===== src/rtl/ov7670_config_sequencer.sv =====
`default_nettype none
// +--------------------------------------------------------------------------+
// | ov7670_config_sequencer                                                  |
// | Walks the OV7670 init ROM and issues one SCCB register write per word.   |
// | Rev 1.0 - initial release                                                |
// +--------------------------------------------------------------------------+
module ov7670_config_sequencer #(
    parameter int DELAY_CYCLES = 1_000_000,
    parameter int MAX_RETRIES  = 3,
    parameter bit AUTO_START   = 1'b1
) (
    input  logic        clk,
    input  logic        reset_n,
    input  logic        start,
    output logic [7:0]  rom_addr,
    input  logic [15:0] rom_data,
    input  logic        sccb_ready,
    output logic        sccb_start,
    output logic [7:0]  sccb_reg,
    output logic [7:0]  sccb_data,
    input  logic        sccb_done,
    input  logic        sccb_nack,
    output logic        busy,
    output logic        config_done,
    output logic        config_error,
    output logic [7:0]  write_count
);
    localparam int c_RW = (MAX_RETRIES < 1) ? 1 : $clog2(MAX_RETRIES + 1);
    localparam int c_DW = (DELAY_CYCLES < 2) ? 1 : $clog2(DELAY_CYCLES + 1);
    localparam logic [c_RW-1:0] c_RETRY_MAX  = c_RW'(MAX_RETRIES);
    localparam logic [c_DW-1:0] c_DELAY_LOAD = c_DW'(DELAY_CYCLES - 1);
    localparam logic [15:0]     c_MARK_END   = 16'hFFFF;
    localparam logic [15:0]     c_MARK_DELAY = 16'hFFF0;

    typedef enum logic [3:0] {
        S_IDLE    = 4'd0,
        S_FETCH   = 4'd1,
        S_DECODE  = 4'd2,
        S_ISSUE   = 4'd3,
        S_WAIT    = 4'd4,
        S_DELAY   = 4'd5,
        S_ADVANCE = 4'd6,
        S_DONE    = 4'd7,
        S_ERROR   = 4'd8
    } state_t;

    state_t          r_state, w_state_nxt;
    logic [7:0]      r_rom_addr, w_rom_addr_nxt;
    logic [7:0]      r_reg, w_reg_nxt;
    logic [7:0]      r_data, w_data_nxt;
    logic [7:0]      r_wcount, w_wcount_nxt;
    logic [c_RW-1:0] r_retry, w_retry_nxt, w_retry_inc;
    logic [c_DW-1:0] r_delay, w_delay_nxt;
    logic            r_fetch, w_fetch_nxt;
    logic            r_auto;
    logic            w_sccb_start;

    always_ff @(posedge clk) begin
        if (!reset_n) begin
            r_state    <= S_IDLE;
            r_rom_addr <= '0;
            r_reg      <= '0;
            r_data     <= '0;
            r_wcount   <= '0;
            r_retry    <= '0;
            r_delay    <= '0;
            r_fetch    <= 1'b0;
            r_auto     <= AUTO_START;
        end else begin
            r_state    <= w_state_nxt;
            r_rom_addr <= w_rom_addr_nxt;
            r_reg      <= w_reg_nxt;
            r_data     <= w_data_nxt;
            r_wcount   <= w_wcount_nxt;
            r_retry    <= w_retry_nxt;
            r_delay    <= w_delay_nxt;
            r_fetch    <= w_fetch_nxt;
            r_auto     <= 1'b0;
        end
    end

    assign w_retry_inc = r_retry + c_RW'(1);

    always_comb begin
        w_state_nxt    = r_state;
        w_rom_addr_nxt = r_rom_addr;
        w_reg_nxt      = r_reg;
        w_data_nxt     = r_data;
        w_wcount_nxt   = r_wcount;
        w_retry_nxt    = r_retry;
        w_delay_nxt    = r_delay;
        w_fetch_nxt    = r_fetch;
        w_sccb_start   = 1'b0;
        case (r_state)
            // r_auto can only be set while sitting in IDLE right after reset
            S_IDLE, S_DONE, S_ERROR: begin
                if (start || r_auto) begin
                    w_rom_addr_nxt = '0;
                    w_wcount_nxt   = '0;
                    w_fetch_nxt    = 1'b0;
                    w_state_nxt    = S_FETCH;
                end
            end
            S_FETCH: begin
                if (r_fetch) begin
                    w_state_nxt = S_DECODE;
                end else begin
                    w_fetch_nxt = 1'b1;
                end
            end
            S_DECODE: begin
                if (rom_data == c_MARK_END) begin
                    w_state_nxt = S_DONE;
                end else if (rom_data == c_MARK_DELAY) begin
                    w_delay_nxt = c_DELAY_LOAD;
                    w_state_nxt = S_DELAY;
                end else begin
                    w_reg_nxt   = rom_data[15:8];
                    w_data_nxt  = rom_data[7:0];
                    w_retry_nxt = '0;
                    w_state_nxt = S_ISSUE;
                end
            end
            S_ISSUE: begin
                if (sccb_ready) begin
                    w_sccb_start = 1'b1;
                    w_state_nxt  = S_WAIT;
                end
            end
            S_WAIT: begin
                if (sccb_done) begin
                    if (!sccb_nack) begin
                        w_wcount_nxt = (r_wcount == 8'hFF) ? 8'hFF : r_wcount + 8'd1;
                        w_state_nxt  = S_ADVANCE;
                    end else begin
                        w_retry_nxt = w_retry_inc;
                        w_state_nxt = (w_retry_inc == c_RETRY_MAX) ? S_ERROR : S_ISSUE;
                    end
                end
            end
            S_DELAY: begin
                if (r_delay == '0) begin
                    w_state_nxt = S_ADVANCE;
                end else begin
                    w_delay_nxt = r_delay - c_DW'(1);
                end
            end
            S_ADVANCE: begin
                if (r_rom_addr == 8'hFF) begin
                    w_state_nxt = S_DONE;
                end else begin
                    w_rom_addr_nxt = r_rom_addr + 8'd1;
                    w_fetch_nxt    = 1'b0;
                    w_state_nxt    = S_FETCH;
                end
            end
            default: w_state_nxt = S_IDLE;
        endcase
    end

    assign rom_addr     = r_rom_addr;
    assign sccb_start   = w_sccb_start;
    assign sccb_reg     = r_reg;
    assign sccb_data    = r_data;
    assign write_count  = r_wcount;
    assign config_done  = (r_state == S_DONE);
    assign config_error = (r_state == S_ERROR);
    assign busy         = !((r_state == S_IDLE) || (r_state == S_DONE) || (r_state == S_ERROR));

endmodule
`default_nettype wire


===== config.mk =====
export PLATFORM = sky130hd
export DESIGN_NAME = ov7670_config_sequencer
export DESIGN_NICKNAME = d
export VERILOG_FILES = /design/src/rtl/ov7670_config_sequencer.sv
export SDC_FILE = /design/constraint.sdc
export NUM_CORES = 1
export LEC_CHECK = 0
export ABC_AREA = 1
export CAP_MARGIN = 20
export CORE_UTILIZATION = 55
export CTS_BUF_LIST = sky130_fd_sc_hd__clkbuf_8
export DETAILED_ROUTE_END_ITERATION = 6
export HOLD_SLACK_MARGIN = 0.08
export PLACE_DENSITY = 0.82
export RECOVER_POWER = 100
export SYNTH_ARGS = -nofsm -noshare
export SYNTH_HDL_FRONTEND = slang
export SYNTH_SLANG_ARGS = --single-unit

===== constraint.sdc =====
create_clock -name clk -period 3.95 [get_ports clk]
set_clock_uncertainty 0.05 [all_clocks]
set_input_delay 0.5925 -clock clk [delete_from_list [all_inputs] [get_ports clk]]
set_output_delay 0.5925 -clock clk [all_outputs]
set_load 0.05 [all_outputs]

# == Word-level counts from Yosys, hierarchy flattened ==
# Index checks and enable logic that the tools add are counted.
# op_classes
bitwise,2
n_eq_ne,25
n_reduce_logical,19
n_addsub,4
muxes,33
# ops
cell,n
$mux W20,3
$mux W8,5
$pmux W20 S2,1
$eq A16 B16 Y1 const B,2
$pmux W8 S2,2
$mux W4,7
$pmux W4 S7,1
$ne A2 B2 Y1 const B,12
$logic_not A20 Y1,1
$sub A20 B1 Y20 const B,1
$add A8 B1 Y8 const B,2
$eq A4 B3 Y1 const B,4
$eq A8 B8 Y1 const B,2
$reduce_and A5 Y1,2
$mux W3,3
$reduce_and A3 Y1,3
$eq A4 B2 Y1 const B,2
$mux W2,4
$reduce_and A4 Y1,2
$reduce_bool A2 Y1,4
$mux W1,5
$eq A4 B1 Y1 const B,1
$eq A4 B4 Y1 const B,1
$logic_not A4 Y1,1
other kinds (9),12
# word_totals
wordCells,92
out_inout_bits,36
in_bits,22
reg_bits,60

# == Longest topological paths before layout ==
# Gate-level depths: netlist of the first run.
# depth
depth_word,6
mapped_depth,12
depth_no_buf,11

# == Worst setup path before layout of the first run ==
# OpenSTA, ideal clock, no wires.
# synth_path
path_type,register to output
startpoint,reg r_state[0]
endpoint,out config_error
setup_slack_ps,2010
stages_incl_launch_ff,5
required_time_ps,3307
path_buffers,1
arrival_time_ps,1298
cell_sequence,dfxtp_1 buf_4 nor2_1 nand2_1 nor2_1
# synth_via
elab_chain_len,1
# synth_lines
element,line,text
"start, declared",47,"state_t r_state, w_state_nxt;"
"start signal, assigned",70,r_state <= w_state_nxt;
$eq A4 B4 Y1,167,assign config_error = (r_state == S_ERROR);
"end, declared",25,"output logic config_error,"
# No other way between the ends.

# == Worst setup path in the final report of the first run ==
# layout_path
startpoint,in rom_data[2]
endpoint,reg r_data[3] (netlist: sccb_data[3])
# layout_via
elab_chain_len,3
elab_cells_between_ends,5
classes_between,2 x eq/ne; 2 x bitwise; 1 x reduce/logical
# layout_lines
element,line,text
"start, declared",16,"input logic [15:0] rom_data,"
$eq A16 B16 Y1 (on tied branches),"114, 112",
$not A1 Y1 (no line),n/a,
$reduce_and A3 Y1 (no line) (*),n/a,
"end signal, assigned",73,r_data <= w_data_nxt;
"end, declared",50,"logic [7:0] r_data, w_data_nxt;"
# Every way passes the cells marked *; elsewhere a longest branch is shown, timed or not.
# A chain may end at the register's enable or synchronous reset.

==> results by group, run 1 <==
Critical path
  • CP Max Fanout: 17
  • Critical Path AT: 3010 ps
  • CP required: 4110 ps
  • Critical path cell sequence: dlygate4sd3_1, nor2_1, nand2_1, a21boi_0, a21oi_1, inv_1, nor2_1, nor2_1
  • Crit-path most repeated cell: nor2_1
  • Crit-path slowest cell: a21oi_1
  • Critical setup path kind: in2reg
  • Flop2flop setup slack: 1460 ps
  • Worst setup EP type: register
  • Crit path largest cell delay: 820 ps
  • Critical Path Start Type: input port

Clocking
  • CTS Sinks: 60
  • CTS Buf Count: 9
  • H-tree levels: 3
  • Clock slew at reported path FFs: 60 ps
  • Cts repair resizes: 0
  • Clock buffer depth: 2
  • Total setup buffers inserted after CTS: 0
  • Skew-Pair Late Insertion Delay: 320 ps
  • CTS Hold Bufs: 0
  • CTS tree: yes
  • CTS root buffer: clkbuf_8

Run
  • Max-cap violations: 0

Placement
  • GPL Wtd Cong: 0.855
  • Port bufs: 57
  • Detailed Place HPWL: 6.08 mm

Die
  • Die Ht: 81.9 um
  • Core area: 0.00603 mm2
  • # IOs: 58
  • Initial Util: 58.3%
  • DIE WIDTH: 81.9 um
  • Rows: 28
  • Die ar.: 0.00671 mm2

Detailed routing
  • Iteration-0 DRC Markers: 225
  • DRC Markers: 0
  • Detailed Routing Iterations Pass 1: 5
  • Routed WL: 8.37 mm
  • Post-route ant nets: 0
  • Avg Vias per Cell: 5.34
  • Routed WL per cell: 12.3 um
  • Total number of vias: 3646

Synthesis
  • Mapped Area: 0.00351 mm2
  • Number of synthesized flops with an enable pin: 0
  • Main flop type after synthesis: dfxtp_1
  • Warnings from Yosys: 0
  • Count of mapped cells out of synthesis: 550
  • FF+latch count, synth: 60
  • Ys async rst share: 0%
  • Post-Syn Nets: 577
  • Syn avg cell area: 6.38 um2
  • Sequential area share after synthesis: 34.2%
  • Netlist cell types: 33

Final layout
  • Commonest non-fill, non-tap cells in the layout: nand2_1 (149), nor2_1 (98), dfxtp_1 (60)
  • Share of post-route cells with drive strength above 1: 7.24%
  • Antenna diodes: 0
  • Max reg flops: 20
  • Commonest non-fill, non-tap cell in the layout: nand2_1
  • NumNets Final: 632
  • Area grow syn2layout: 22.0%
  • Largest reg by FF count: r_delay

STA
  • Clock period minus worst slack: 2850 ps
  • Setup TNS: 0 ps
  • Final Hold Fails: 0
  • Fin crit share: 72.2%
  • Endpoints failing setup: 0
  • F_max: 351 MHz
  • RSZ-0062 raised after global routing: no
  • Slew @ Worst Pin: 1040 ps
  • Worst hold margin: 413 ps
  • Slew Viols, Final: 0
  • Max transition margin: 30.7%

GRT
  • Vias in the first global route: 3206
  • Antenna violations before repair: 0
  • Global Route Usage Sum: 26.9%
  • Largest net degree at the start of global routing: 21
  • First-pass GRT wire length: 14.0 mm
  • Grt ovf: 0

Power
  • Switching Share: 49.2%
  • Clock share of power: 16.6%
  • Switching power: 1.59 mW
  • PD cells: 757 mW/mm2
  • Pleak: 1.94 nW
  • Internal power: 1.65 mW
  • Share of total power in combinational logic: 56.6%
  • Register share of total power: 26.8%
  • Total Power: 3.24 mW
  • Peak supply drop: 0.516 mV

Outcome
  • Outcome: finished clean

Worst hold path
  • Hold crit path type: reg2reg
-- kinds of logic (layout without fill, tap and decap cells) --
logic type / count (synthesis) / after routing / share of synthesized area (%)
and+or+nand+nor: 340 / 340 / 43.2
AOI/OAI and AO/OA: 72 / 72 / 11.1
buffers and inverters: 66 / 124 / 7.95
DFF: 60 / 60 / 34.2
xor gates and xnor gates: 7 / 7 / 1.75
adders and majority gates: 5 / 5 / 1.78
-- power by group through the flow --
| stage | sequential, mW | clock, mW | combinational (mW) |
|---|---|---|---|
| floorplan | 1.07 | 0 | 1.25 |
| global placement | 0.878 | 0 | 1.78 |
| detailed placement | 0.877 | 0 | 1.83 |
| CTS | 0.869 | 0.546 | 1.85 |
| global route | 0.888 | 0.569 | 2.04 |
| finish | 0.867 | 0.539 | 1.84 |
-- final timing paths --
kind	end	depth (start not counted)	start
worst max-delay path	sccb_data[3]$_SDFFE_PN0P_	8	rom_data[2]
worst min-delay path	r_fetch$_SDFFE_PN0P_	2	r_fetch$_SDFFE_PN0P_
worst max register to register	sccb_data[3]$_SDFFE_PN0P_	5	r_state[1]$_SDFFE_PN0P_
worst min register to register	r_fetch$_SDFFE_PN0P_	2	r_fetch$_SDFFE_PN0P_
-- Yosys cell counts (4+ instances only) --
cell      number  area share (%)
dfxtp_1       60              34
o21bai_1       4            0.86
clkbuf_1       9            0.96
buf_4          4            0.86
nor2_1        98              10
nand2_1      149              16
nand3_1       52             7.4
inv_1         48             5.1
nand2_2        5            0.89
xor2_1         5             1.2
nand4_1        9             1.6
nor2_2         5            0.89
or2_2          5            0.89
a21oi_1       36             5.1
ha_1           5             1.8
o21ai_0       24             3.4
nor3_1         5            0.71
-- per-stage QoR --
stage               utilization [%]  cell area [um2]  setup slack, ps  instances
detailed placement             68.1             4110             1240        669
CTS                            71.3             4300             1230        683
global placement               68.1             4110             1200        669
global route                   71.1             4280              720        683
floorplan                         -             3510             2010        550
finish                         71.1             4280             1100        683
-- worst max-delay path: cells and delay by family --
family | cells | cell delay (ps)
compound gates | 2 | 930
simple gates | 4 | 420
buf+inv | 2 | 1070
-- routing by layer --
metal  track usage, %  routed length (um)  vias up
met2             44.3                3770      114
met1             34.0                3920     1641
met3             6.11                 552       13
li1                 -                   -     1878
met5                0                   0        -
met4             9.82                 132        0
-- layout make-up --
type                            count  area (um2)
Sequential cell                    60        1200
Inverter                           50         188
Timing Repair Buffer               60         582
Clock inverter                      3        38.8
Multi-Input combinational cell    424        2030
Clock buffer                       11         151
Fill cell                         553        1740
Tap cell                           75        93.8
(Power assumes the default switching activity.)
==> inputs of run 2 (changes only) <==
- clock period: 3.95 -> 3 ns (I/O delays scaled with it)
==> run 2 against run 1 <==
Clock power grew 52%. Combinational power grew 30%. Global-route usage grew 0.65 points. Die area is the same. Sequential cell count is the same. Sequential power grew 31%. Power grew 34%. Sequential share of layout area shrank 0.24 points. Routed wire length grew 1.1%. Final cell count grew 0.59%. Worst setup slack lost 780 ps. Core utilization grew 0.60 points. Critical endpoint is now busy. Highest routed layer unchanged.
==> results by group, run 2 (synthesis gave the netlist of run 1 again) <==
Outcome
  • Outcome: finished clean

Die
  • DIE WIDTH: 81.9 um
  • Rows: 28
  • Initial Util: 58.3%
  • # IOs: 58
  • Die ar.: 0.00671 mm2
  • Core area: 0.00603 mm2
  • Die Ht: 81.9 um

STA
  • RSZ-0062 raised after global routing: no
  • Fin crit share: 89.2%
  • Final Hold Fails: 0
  • Setup TNS: 0 ps
  • Clock period minus worst slack: 2680 ps
  • Slew @ Worst Pin: 934 ps
  • F_max: 374 MHz
  • Worst Setup Slack, final: 323 ps
  • Endpoints failing setup: 0
  • Max transition margin: 37.7%
  • Slew Viols, Final: 0

Clocking
  • Clock slew at reported path FFs: 60 ps
  • Cts repair resizes: 0
  • Total setup buffers inserted after CTS: 0
  • H-tree levels: 3
  • Skew-Pair Late Insertion Delay: 340 ps
  • CTS tree: yes
  • CTS Hold Bufs: 0
  • CTS root buffer: clkbuf_8
  • Clock buffer depth: 2
  • CTS Buf Count: 9
  • CTS Sinks: 60

Detailed routing
  • DRC Markers: 0
  • Iteration-0 DRC Markers: 290
  • Routed WL per cell: 12.3 um
  • Routed WL: 8.47 mm
  • Detailed Routing Iterations Pass 1: 4
  • Post-route ant nets: 0
  • Total number of vias: 3623
  • Avg Vias per Cell: 5.27

GRT
  • Largest net degree at the start of global routing: 21
  • First-pass GRT wire length: 14.2 mm
  • Grt ovf: 0
  • Antenna violations before repair: 0
  • Vias in the first global route: 3280
  • Global Route Usage Sum: 27.5%

Final layout
  • Largest reg by FF count: r_delay
  • Area grow syn2layout: 23.0%
  • Antenna diodes: 0
  • Commonest non-fill, non-tap cells in the layout: nand2_1 (152), nor2_1 (99), dfxtp_1 (60)
  • Share of post-route cells with drive strength above 1: 7.52%
  • NumNets Final: 634
  • Design Area, Final: 0.00432 mm2
  • Non-filler cells, final: 687
  • Max reg flops: 20
  • Commonest non-fill, non-tap cell in the layout: nand2_1

Power
  • PD cells: 1010 mW/mm2
  • Share of total power in combinational logic: 54.9%
  • Clock share of power: 18.8%
  • Register share of total power: 26.3%
  • Pleak: 1.95 nW
  • Internal power: 2.24 mW
  • Peak supply drop: 0.636 mV
  • Switching power: 2.11 mW
  • Switching Share: 48.5%

Placement
  • Place WS: 412 ps
  • Post-placement cell count: 671
  • Port bufs: 57
  • Detailed Place HPWL: 6.02 mm
  • DP Area: 0.00412 mm2
  • GPL Wtd Cong: 0.876

Critical path
  • Critical path cell sequence: nor2_1, nand2_1, o21ai_2, inv_1, dlygate4sd3_1
  • Worst setup EP type: output port
  • Largest delay share family, worst path: buffers and inverters
  • Critical Path Start Type: register
  • Crit-path slowest cell: dlygate4sd3_1
  • CP Max Fanout: 8
  • Crit path largest cell delay: 870 ps
  • Critical Path AT: 2180 ps
  • R2R Path Start: r_delay[12]$_SDFFE_PN0P_
  • CP required: 2500 ps
  • CP Launch Point: r_state[1]$_SDFFE_PN0P_
  • CP Buf/Inv Count: 2
  • Critical setup path kind: reg2out

Run
  • Max-cap violations: 0

Worst hold path
  • Hold crit path type: reg2reg
  • Hold path startpoint: r_fetch$_SDFFE_PN0P_
-- run 2: cell count changes in the layout (fill, tap and decap cells not counted), sizes merged --
cell / change
buf: +3
bufinv: +1
clkbuf: -2
clkinvlp: +3
inv: -1
-- run 2: path summary, 6_finish.rpt --
path | to | slack, ps | depth (start not counted)
worst min-delay path | r_fetch$_SDFFE_PN0P_ | 420 | 2
worst max register to register | r_delay[10]$_SDFFE_PN0P_ | 440 | 9
worst min register to register | r_fetch$_SDFFE_PN0P_ | 420 | 2
worst max-delay path | busy | 320 | 5
-- run 2: layout make-up --
type | count | area, um2
Timing Repair Buffer | 62 | 601
Fill cell | 518 | 1710
Tap cell | 75 | 93.8
Clock inverter | 6 | 87.6
Inverter | 50 | 188
Clock buffer | 10 | 138
Sequential cell | 60 | 1200
Multi-Input combinational cell | 424 | 2010
-- run 2: layer usage --
metal / routed length, um / up-vias / track usage, %
met1: 4020 / 1626 / 34.8
li1: - / 1871 / -
met3: 546 / 14 / 6.00
met4: 138 / 0 / 12.5
met5: 0 / - / 0
met2: 3760 / 112 / 44.5
-- run 2: stage by stage --
step	util, %	hold slack, ps	total power, mW
final	71.7	421	4.35
after global routing	71.7	441	4.69
after CTS	72.1	420	4.41
after detailed placement	68.4	410	3.57
after global placement	68.4	402	3.51
after floorplan	-	389	3.05
-- run 2: power groups by stage --
stage	logic [mW]	clock network [mW]	registers (mW)
final	2.39	0.818	1.14
after global routing	2.65	0.869	1.17
after CTS	2.43	0.830	1.15
after detailed placement	2.42	0	1.16
after global placement	2.35	0	1.16
after floorplan	1.64	0	1.41
-- run 2: worst register-to-register path: stages, from the launching register on --
cell and delay, ps:
dfxtp_1 330, nor2_1 250, nand2_1 90, nor2_1 160, nand3_1 120, nand2_1 220, nand2_1 330, nand2_1 640
nand2_1 110, a21oi_1 180
